`src/rtl/delay_ctrl.sv`:
```
// Sequencer for the delay/echo datapath: decodes effect switches into a delay mode,
// drives BRAM pointers, feedback shift and write-source select, and zero-fills the
// delay memory on every mode change. Mode change takes effect 3 clocks after the switches move.
module delay_ctrl #(
    parameter int T         = 20000,
    parameter int B         = 15,
    parameter int SWEEP_MIN = 16,
    parameter int SWEEP_MAX = 2440
) (
    input  logic         clk_48,
    input  logic         rst,
    input  logic [3:0]   options,
    input  logic [3:0]   en,
    input  logic         sample_tick,
    output logic         we,
    output logic [B-1:0] waddr,
    output logic [B-1:0] raddr,
    output logic         wsel,
    output logic [1:0]   fb_shift,
    output logic         active,
    output logic         mute,
    output logic         busy,
    output logic [B-1:0] delay_len
);

    // One extra bit so lengths up to T and the "+1" pointer compare never overflow.
    localparam int LW = B + 1;
    localparam logic [LW-1:0] LEN_FULL  = LW'(T);
    localparam logic [LW-1:0] LEN_HALF  = LW'(T / 2);
    localparam logic [LW-1:0] LAST_ADDR = LW'(T - 1);
    localparam logic [LW-1:0] SMIN      = LW'(SWEEP_MIN);
    localparam logic [LW-1:0] SMAX      = LW'(SWEEP_MAX);

    typedef enum logic [2:0] {
        M_BYPASS, M_LONG, M_SHORT, M_AMB, M_SWEEP_IIR, M_SWEEP_FIR
    } mode_t;

    typedef enum logic [1:0] {S_BYPASS, S_CLEAR, S_RUN} state_t;

    logic [3:0]    opt_s1, opt_s2;
    logic          en_s1, en_s2;
    mode_t         mode, cur_mode, cur_nx;
    state_t        state, state_nx;
    logic [B-1:0]  waddr_nx;
    logic [LW-1:0] sweep, sweep_nx, cur_len;
    logic          dir_down, dir_nx;
    logic          chg;
    logic          unused_en_bits;

    // Only en[3] gates the effect; the rest of the bank is wired elsewhere.
    assign unused_en_bits = ^en[2:0];

    function automatic logic [1:0] fb_of(input mode_t m);
        case (m)
            M_AMB:                                         fb_of = 2'd3;
            M_LONG, M_SHORT, M_SWEEP_IIR, M_SWEEP_FIR:     fb_of = 2'd1;
            default:                                       fb_of = 2'd0;
        endcase
    endfunction

    // Two-flop synchroniser for the asynchronous switch inputs.
    always_ff @(posedge clk_48 or posedge rst) begin
        if (rst) begin
            opt_s1 <= '0;
            opt_s2 <= '0;
            en_s1  <= 1'b0;
            en_s2  <= 1'b0;
        end else begin
            opt_s1 <= options;
            opt_s2 <= opt_s1;
            en_s1  <= en[3];
            en_s2  <= en_s1;
        end
    end

    // Decode synchronised switches into the requested mode.
    always_comb begin
        mode = M_BYPASS;
        if (en_s2) begin
            case (opt_s2)
                4'b1000: mode = M_LONG;
                4'b1100: mode = M_SHORT;
                4'b1110: mode = M_AMB;
                4'b0100: mode = M_SWEEP_IIR;
                4'b0010: mode = M_SWEEP_FIR;
                default: mode = M_BYPASS;
            endcase
        end
    end

    // Delay length of the committed mode; sweep modes follow the triangle.
    always_comb begin
        case (cur_mode)
            M_LONG:                   cur_len = LEN_FULL;
            M_SHORT, M_AMB:           cur_len = LEN_HALF;
            M_SWEEP_IIR, M_SWEEP_FIR: cur_len = sweep;
            default:                  cur_len = '0;
        endcase
    end

    assign chg = (mode != cur_mode);

    // Next-state for the FSM, pointers and sweep; a mode change overrides any tick.
    always_comb begin
        state_nx = state;
        cur_nx   = cur_mode;
        waddr_nx = waddr;
        sweep_nx = sweep;
        dir_nx   = dir_down;
        if (chg) begin
            state_nx = S_CLEAR;
            cur_nx   = mode;
            waddr_nx = '0;
            sweep_nx = SMIN;
            dir_nx   = 1'b0;
        end else begin
            case (state)
                S_CLEAR: begin
                    if ({1'b0, waddr} == LAST_ADDR) begin
                        waddr_nx = '0;
                        state_nx = (cur_mode == M_BYPASS) ? S_BYPASS : S_RUN;
                    end else begin
                        waddr_nx = waddr + 1'b1;
                    end
                end
                S_RUN: begin
                    if (sample_tick) begin
                        // >= rather than == so a shrinking sweep can never strand the pointer.
                        waddr_nx = ({1'b0, waddr} >= cur_len - 1'b1) ? '0 : waddr + 1'b1;
                        if (cur_mode == M_SWEEP_IIR || cur_mode == M_SWEEP_FIR) begin
                            if (!dir_down) begin
                                sweep_nx = sweep + 1'b1;
                                if (sweep_nx == SMAX) dir_nx = 1'b1;
                            end else begin
                                sweep_nx = sweep - 1'b1;
                                if (sweep_nx == SMIN) dir_nx = 1'b0;
                            end
                        end
                    end
                end
                default: waddr_nx = '0;
            endcase
        end
    end

    // FSM state, pointers and registered control outputs.
    always_ff @(posedge clk_48 or posedge rst) begin
        if (rst) begin
            state    <= S_BYPASS;
            cur_mode <= M_BYPASS;
            waddr    <= '0;
            sweep    <= SMIN;
            dir_down <= 1'b0;
            busy     <= 1'b0;
            mute     <= 1'b0;
            active   <= 1'b0;
            fb_shift <= 2'd0;
            wsel     <= 1'b0;
        end else begin
            state    <= state_nx;
            cur_mode <= cur_nx;
            waddr    <= waddr_nx;
            sweep    <= sweep_nx;
            dir_down <= dir_nx;
            busy     <= (state_nx == S_CLEAR);
            mute     <= (state_nx == S_CLEAR);
            active   <= (state_nx == S_RUN);
            fb_shift <= (state_nx == S_RUN) ? fb_of(cur_nx) : 2'd0;
            wsel     <= (state_nx == S_RUN) && (cur_nx == M_SWEEP_FIR);
        end
    end

    // Writes: every clock while clearing, once per sample while running.
    assign we        = busy | (active & sample_tick & ~chg);
    // Read the oldest sample: one slot ahead of the write pointer, wrapping at len.
    assign raddr     = !active ? '0 :
                       (({1'b0, waddr} + 1'b1) >= cur_len) ? '0 : waddr + 1'b1;
    assign delay_len = cur_len[B-1:0];

endmodule

```
`config.mk`:
```
export PLATFORM = sky130hd
export DESIGN_NAME = delay_ctrl
export DESIGN_NICKNAME = d
export VERILOG_FILES = /design/src/rtl/delay_ctrl.sv
export SDC_FILE = /design/constraint.sdc
export NUM_CORES = 1
export LEC_CHECK = 0
export ABC_AREA = 1
export ABC_CLOCK_PERIOD_IN_PS = 5700
export CORE_ASPECT_RATIO = 0.6
export CORE_MARGIN = 4
export CORE_UTILIZATION = 30
export CTS_BUF_LIST = sky130_fd_sc_hd__clkbuf_8
export CTS_CLUSTER_SIZE = 25
export DETAILED_ROUTE_END_ITERATION = 6
export GPL_TIMING_DRIVEN = 0
export PLACE_DENSITY = 0.6
export SLEW_MARGIN = 20
export SYNTH_ARGS = -nofsm -noshare
export SYNTH_HDL_FRONTEND = slang
export SYNTH_SLANG_ARGS = --single-unit
```
`constraint.sdc`:
```
create_clock -name clk_48 -period 5.7 [get_ports clk_48]
set_input_delay 1.14 -clock clk_48 [delete_from_list [all_inputs] [get_ports clk_48]]
set_output_delay 1.14 -clock clk_48 [all_outputs]
set_load 0.01 [all_outputs]
```
Word-level counts from Yosys, hierarchy flattened
Index checks and enable logic that the tools add are counted.
Operators by class
  $add $sub $neg: 5
  multiply operators: 0
  div/mod/pow operators: 0
  magnitude comparators: 2
  eq/ne operators: 24
  shifts and indexed selects: 0
  multiplexer cells: 29
  bitwise gates (word level): 4
  reduce and logical (&&, ||, !) cells: 10
Operators with widths (count)
  2-to-1 mux 15 bit: 6
  2-to-1 mux 16 bit: 5
  one-hot mux 16 bit (3 select lines): 1
  subtractor 16 x 1 -> 16 bit (second input constant): 2
  one-hot mux 15 bit (2 select lines): 1
  adder 15 x 1 -> 16 bit (second input constant): 1
  adder 16 x 1 -> 16 bit (second input constant): 1
  == test 16 x 12 -> 1 bit (second input constant): 1
  == test 16 x 5 -> 1 bit (second input constant): 1
  >= comparator 15 x 16 -> 1 bit: 1
  >= comparator 16 bit: 1
  adder 15 x 1 -> 15 bit (second input constant): 1
  == test 15 bit (second input constant): 1
  one-hot mux 3 bit (5 select lines): 1
  == test 3 x 2 -> 1 bit (second input constant): 4
  == test 3 bit (second input constant): 4
  == test 4 bit (second input constant): 3
  2-to-1 mux 2 bit: 5
  2-to-1 mux 1 bit: 7
  == test 3 x 1 -> 1 bit (second input constant): 2
  2-to-1 mux 3 bit: 2
  nonzero test 2 bit: 3
  == test 2 x 1 -> 1 bit (second input constant): 2
  == test 2 bit (second input constant): 2
  other kinds (14): 16
Storage, ports and cells
  bits in registers: 52
  bits in latches: 0
  bits in writable memories: 0
  memory bits (read-only): 0
  bits of input ports: 11
  output and inout port bits: 52
  logic and storage cells: 87
  memories kept: 0

Logic depth before layout (Yosys ltp)
  depth in word-level cells: 9
  gate-level depth with buffers: 25

Worst setup path after synthesis
OpenSTA, ideal clock, no wires.
  path type: reg-to-output
  start: register waddr[0]
  end: output raddr[10]
  arrival: 2.839 ns
  required time: 4.560 ns
  slack: 1.721 ns
  stages on the path, launching flop included: 19
  cell sequence: dfrtp_1 > ha_1 > nand2_1 > inv_1 > nand3_2 > nor2_1 > nand3_1 > nor2_1 > nand4_1 > xor2_1 > ha_1 > nand2_1 > inv_1 > nand3_1 > nor3_1 > nand2_1 > nand4_1 > clkbuf_1 > nor2_1
On the way
  longest elaborated chain between the ends: 4
Ends and longest elaborated chain
  start, declared: line 16  | output logic [B-1:0] waddr,
  start signal, assigned: line 162  | waddr <= waddr_nx;
  adder 15 x 1 -> 16 bit: line 177  | (({1'b0, waddr} + 1'b1) >= cur_len) ? '0 : waddr + 1'b1;
  >= comparator 16 bit: line 177
  2-to-1 mux 15 bit (*): line 177
  2-to-1 mux 15 bit (*): line 176  | assign raddr = !active ? '0 :
  end, declared: line 17  | output logic [B-1:0] raddr,
Mark *: on every way between the ends. The rest lies on a longest branch, timed or not.

Worst setup path in the final report
  start: register waddr[7]
  end: output raddr[10]
The elaborated chain is that of the path after synthesis.

==> impl_summary.md <==
Final layout
The final standard cell count with taps included and fillers excluded is 917. The top cell types in the final layout, fill and taps aside, are sky130_fd_sc_hd__nand2_1 (144), sky130_fd_sc_hd__inv_1 (91), sky130_fd_sc_hd__nor2_1 (61). The combined area of the multi-input logic cells is 2910 um2. The commonest non-fill, non-tap cell in the layout is sky130_fd_sc_hd__nand2_1.

The fraction of layout instances using a drive strength above 1 is 12.3%. The final layout contains around 770 nets. Registers take 1300 um2. After filler insertion, the fill cell instance count of the layout stands at 1637. The count of inserted antenna diode cells is 0. The relative area change from synthesis to final layout is 21.1%.

STA
The pin slew with the least headroom to its limit is 0.697 ns. After layout, the worst path uses 92.6% of the clock period. Setup violations remaining at the end of the flow were counted as 0. The worst pin sits at a relative slew slack of a little over half. Adding up every negative setup slack in the final design gives 0 ns. The final count of pins violating max slew is 0. Across the routed clock network, the largest skew measured is about 0.0084 ns. The count of endpoints failing hold in the final timing report is 0. For this run, the top clock speed supported by timing is 189 MHz. Setup repair after global routing left no endpoint under its margin. The slack of the critical path is 0.421 ns.

The worst path needs 5.28 ns of the cycle, external delays included.

Logic synthesis
The mapped netlist covers 4680 um2. The synthesized netlist devotes 8.23% of its cell area to compound gates. The cell taking the most area after synthesis is sky130_fd_sc_hd__dfrtp_1. The gate count after technology mapping is 645. During synthesis, Yosys emitted a total of 0 warnings. When the netlist entered floorplanning its net count stood at 697. The xor and xnor area share after synthesis is 7.48%.

The mux share of post-synthesis cell area is 0%. Sorting the synthesized cells by area gives the leading types as sky130_fd_sc_hd__dfrtp_1 (27%), sky130_fd_sc_hd__nand2_1 (12%), sky130_fd_sc_hd__ha_1 (11%), sky130_fd_sc_hd__inv_1 (7.4%), sky130_fd_sc_hd__xor2_1 (6.7%). The number of synthesized register bits is 52. The average instance in the mapped netlist occupies 7.26 um2. Sequential cells were found to cover 27.8% of the synthesized design area. The number of unique standard cell types used by synthesis is 44. The area share of the largest cell type after synthesis is 27.3%. Of the total synthesized cell area, the portion taken by full adders, half adders and majority gates is between 10% and 20%. The simple-gate share of the synthesized area is 35.0%. The dominant combinational cell family by area after synthesis is simple AND/OR/NAND/NOR gates.

Clock tree
The register clock-pin slew on the reported worst setup and hold paths is 0.12 ns. The clock tree from TritonCTS is built. The maximum number of buffers from clock root to sink is 2. The depth of the CTS H-tree is 2. The insertion delay to the later sink of the worst-skew pair is 0.33 ns. The clock tree root driver cell is sky130_fd_sc_hd__clkbuf_8. The CTS sink count is 52. The number of clock buffers added by TritonCTS is 5.

Setup path
The end of the worst register-to-register path is waddr[1]. The flop-to-flop setup slack is between 1.5 and 2 ns. The most critical setup path has its startpoint at waddr[7]. The type of the worst setup path is reg -> out. Along the worst path, the maximum fanout reaches 10. The required time of the worst setup path is ~4.6 ns. The number of cells on the worst reg-to-reg path is 25. STA puts the critical path data arrival time at around 4.1 ns. The worst setup path is captured at an output port. The start of the worst register-to-register path is cur_mode[1]. The element type at the critical path start is a register.

Floorplan
The vertical extent of the die is 105 um. The horizontal extent of the die is ~170 um. The starting utilization of the core area is 30.5%. In this run the core area contains 35 standard-cell rows. The floorplan die area is around 18000 um2. After floorplanning, the core was sized to cover 15300 um2. During I/O placement, the number of pins put on the boundary was 63.

Routing
The count of TritonRoute iterations in the first routing pass is 5. Dividing the detail-routed via count by the number of cells gives 4.77. After detailed routing, the average wire length per cell comes to 15.2 um.

The detail route stage leaves a number of antenna-violating nets equal to 0. In the routed design, unresolved DRC markers number 0. The final layout contains routed wiring with a total length of 13.9 mm. The total via count in the routed design is 4376.

After the first detailed-routing iteration, the DRC count stood at 447.

Hold path
The path class of the tightest hold or removal check is reg -> reg. The depth of the worst hold-timing path is 0. The origin of the worst min-delay path is opt_s1[3]. For hold timing, the worst endpoint is opt_s2[3].

Place
In this run the tool buffered the top-level ports with 59 buffer cells. Once detailed placement completed, the half-perimeter wirelength came to between 10 and 15 mm. The worst setup slack before clock tree synthesis is 0.363 ns. Routability-driven placement finished with a final weighted congestion of 0.941.

After detailed placement, the design holds a cell count of 907.

Status
The run finished with clean final reports.

Global route
The final global-route overflow total is 0. Entering global routing, the biggest net connects 53 pins. The initial antenna violation count is 0. The via count of the first global-routing pass is 4020.

The global-route wire length before repair is 22.6 mm. The global routing usage summed across all routing layers is 15.9%.

Power and ir drop
The analysis attributes to cell leakage a power of 2.95 nW. The power density over the cells is 154 nW/um2. Across the VDD grid, the largest voltage drop is 0.000101 V.

Job
The count of max-cap constraint violations is 0.
## where the power goes
part	internal, mW	switching, mW	total, mW
logic	0.0874	0.130	0.218
clock network	0.0936	0.160	0.253
registers	0.383	0.0195	0.402
total	0.564	0.309	0.873
## flip-flops by register name (all words and copies together) (netlist names)
register and count:
dir_down 1, wsel 1, en_s1 1, fb_shift 2
active 1, waddr 15, state 2, cur_mode 3
en_s2 1, opt_s1 4, opt_s2 4, busy 1
sweep 16
## how the worst max path moves through the flow
stage                      to  slack, ns  cells past startpoint
floorplan           raddr[10]       1.72                     18
global placement     raddr[4]       0.43                     19
detailed placement  raddr[10]       0.36                     19
CTS                 raddr[10]       0.06                     19
global route        raddr[10]      0.006                     17
finish              raddr[10]       0.42                     17
## repair_timing
action | in CTS | in global routing
resized for setup | 1 | 5
pin swaps | 0 | 1
hold endpoints to repair | 0 | 0
hold buffers | 0 | 0
setup buffers | 0 | 2
setup endpoints to repair | 1 | 15
cloned | 0 | 0
## final cells by class
cell class,count,area share [%]
Buffer,16,1.99
Sequential cell,52,23.0
Multi-Input combinational cell,476,51.4
Clock inverter,3,0.508
Tap cell,203,4.48
Timing Repair Buffer,61,10.7
Clock buffer,5,1.21
Inverter,101,6.73
## stage by stage
| stage | total power [mW] | instance area (um2) | util [%] | hold slack, ns |
|---|---|---|---|---|
| floorplan | 0.555 | 4680 | - | 0.331 |
| global placement | 0.623 | 5530 | 36.1 | 0.332 |
| detailed placement | 0.626 | 5530 | 36.1 | 0.335 |
| CTS | 0.878 | 5630 | 36.7 | 0.364 |
| global route | 0.921 | 5670 | 37.0 | 0.368 |
| finish | 0.873 | 5670 | 37.0 | 0.362 |
## kinds of logic after synthesis
logic type / after synthesis
simple gates: 328
buf+inv: 117
compound gates: 67
flops: 52
fa+ha+maj: 41
xor+xnor: 40
## critical path, stage by stage (launching register included)
cell                              delay (ns)
sky130_fd_sc_hd__dfrtp_1                0.51
sky130_fd_sc_hd__inv_1                  0.14
sky130_fd_sc_hd__nor4_4                 0.41
sky130_fd_sc_hd__nand2_1                0.17
sky130_fd_sc_hd__nor2_1                 0.18
sky130_fd_sc_hd__nand3_1                0.11
sky130_fd_sc_hd__xor2_1                 0.19
sky130_fd_sc_hd__inv_1                  0.09
sky130_fd_sc_hd__ha_1                   0.30
sky130_fd_sc_hd__nand2_1                0.06
sky130_fd_sc_hd__inv_1                  0.03
sky130_fd_sc_hd__o21ai_0                0.15
sky130_fd_sc_hd__nand2_1                0.09
sky130_fd_sc_hd__a21oi_1                0.21
sky130_fd_sc_hd__nand4_1                0.18
sky130_fd_sc_hd__clkbuf_2               0.26
sky130_fd_sc_hd__nor2_1                 0.17
sky130_fd_sc_hd__clkdlybuf4s50_1        0.55
## Yosys cell counts, drive strengths merged
cell type    n
dfrtp       51
a211oi       2
o2bb2ai      2
xor2        36
clkbuf       6
nand2      159
a22o         1
a31oi        3
o22ai        4
xnor2        4
clkinv       1
nand3       61
o21bai       2
o211ai       1
ha          41
o221ai       1
nor2        70
nor4b        1
nor3        19
buf         10
nand4       14
dfstp        1
a21o         1
a21oi       22
nor4         4
o21ai       27
a31o         1
inv        100
## metal layers
metal,global-route usage [%],routed length [um],vias up
li1,-,-,2208
met1,28.3,7800,2001
met2,18.5,4690,161
met3,3.93,1430,6
met4,1.15,28,0
met5,0,0,-
Power figures use the tool's default switching activity.
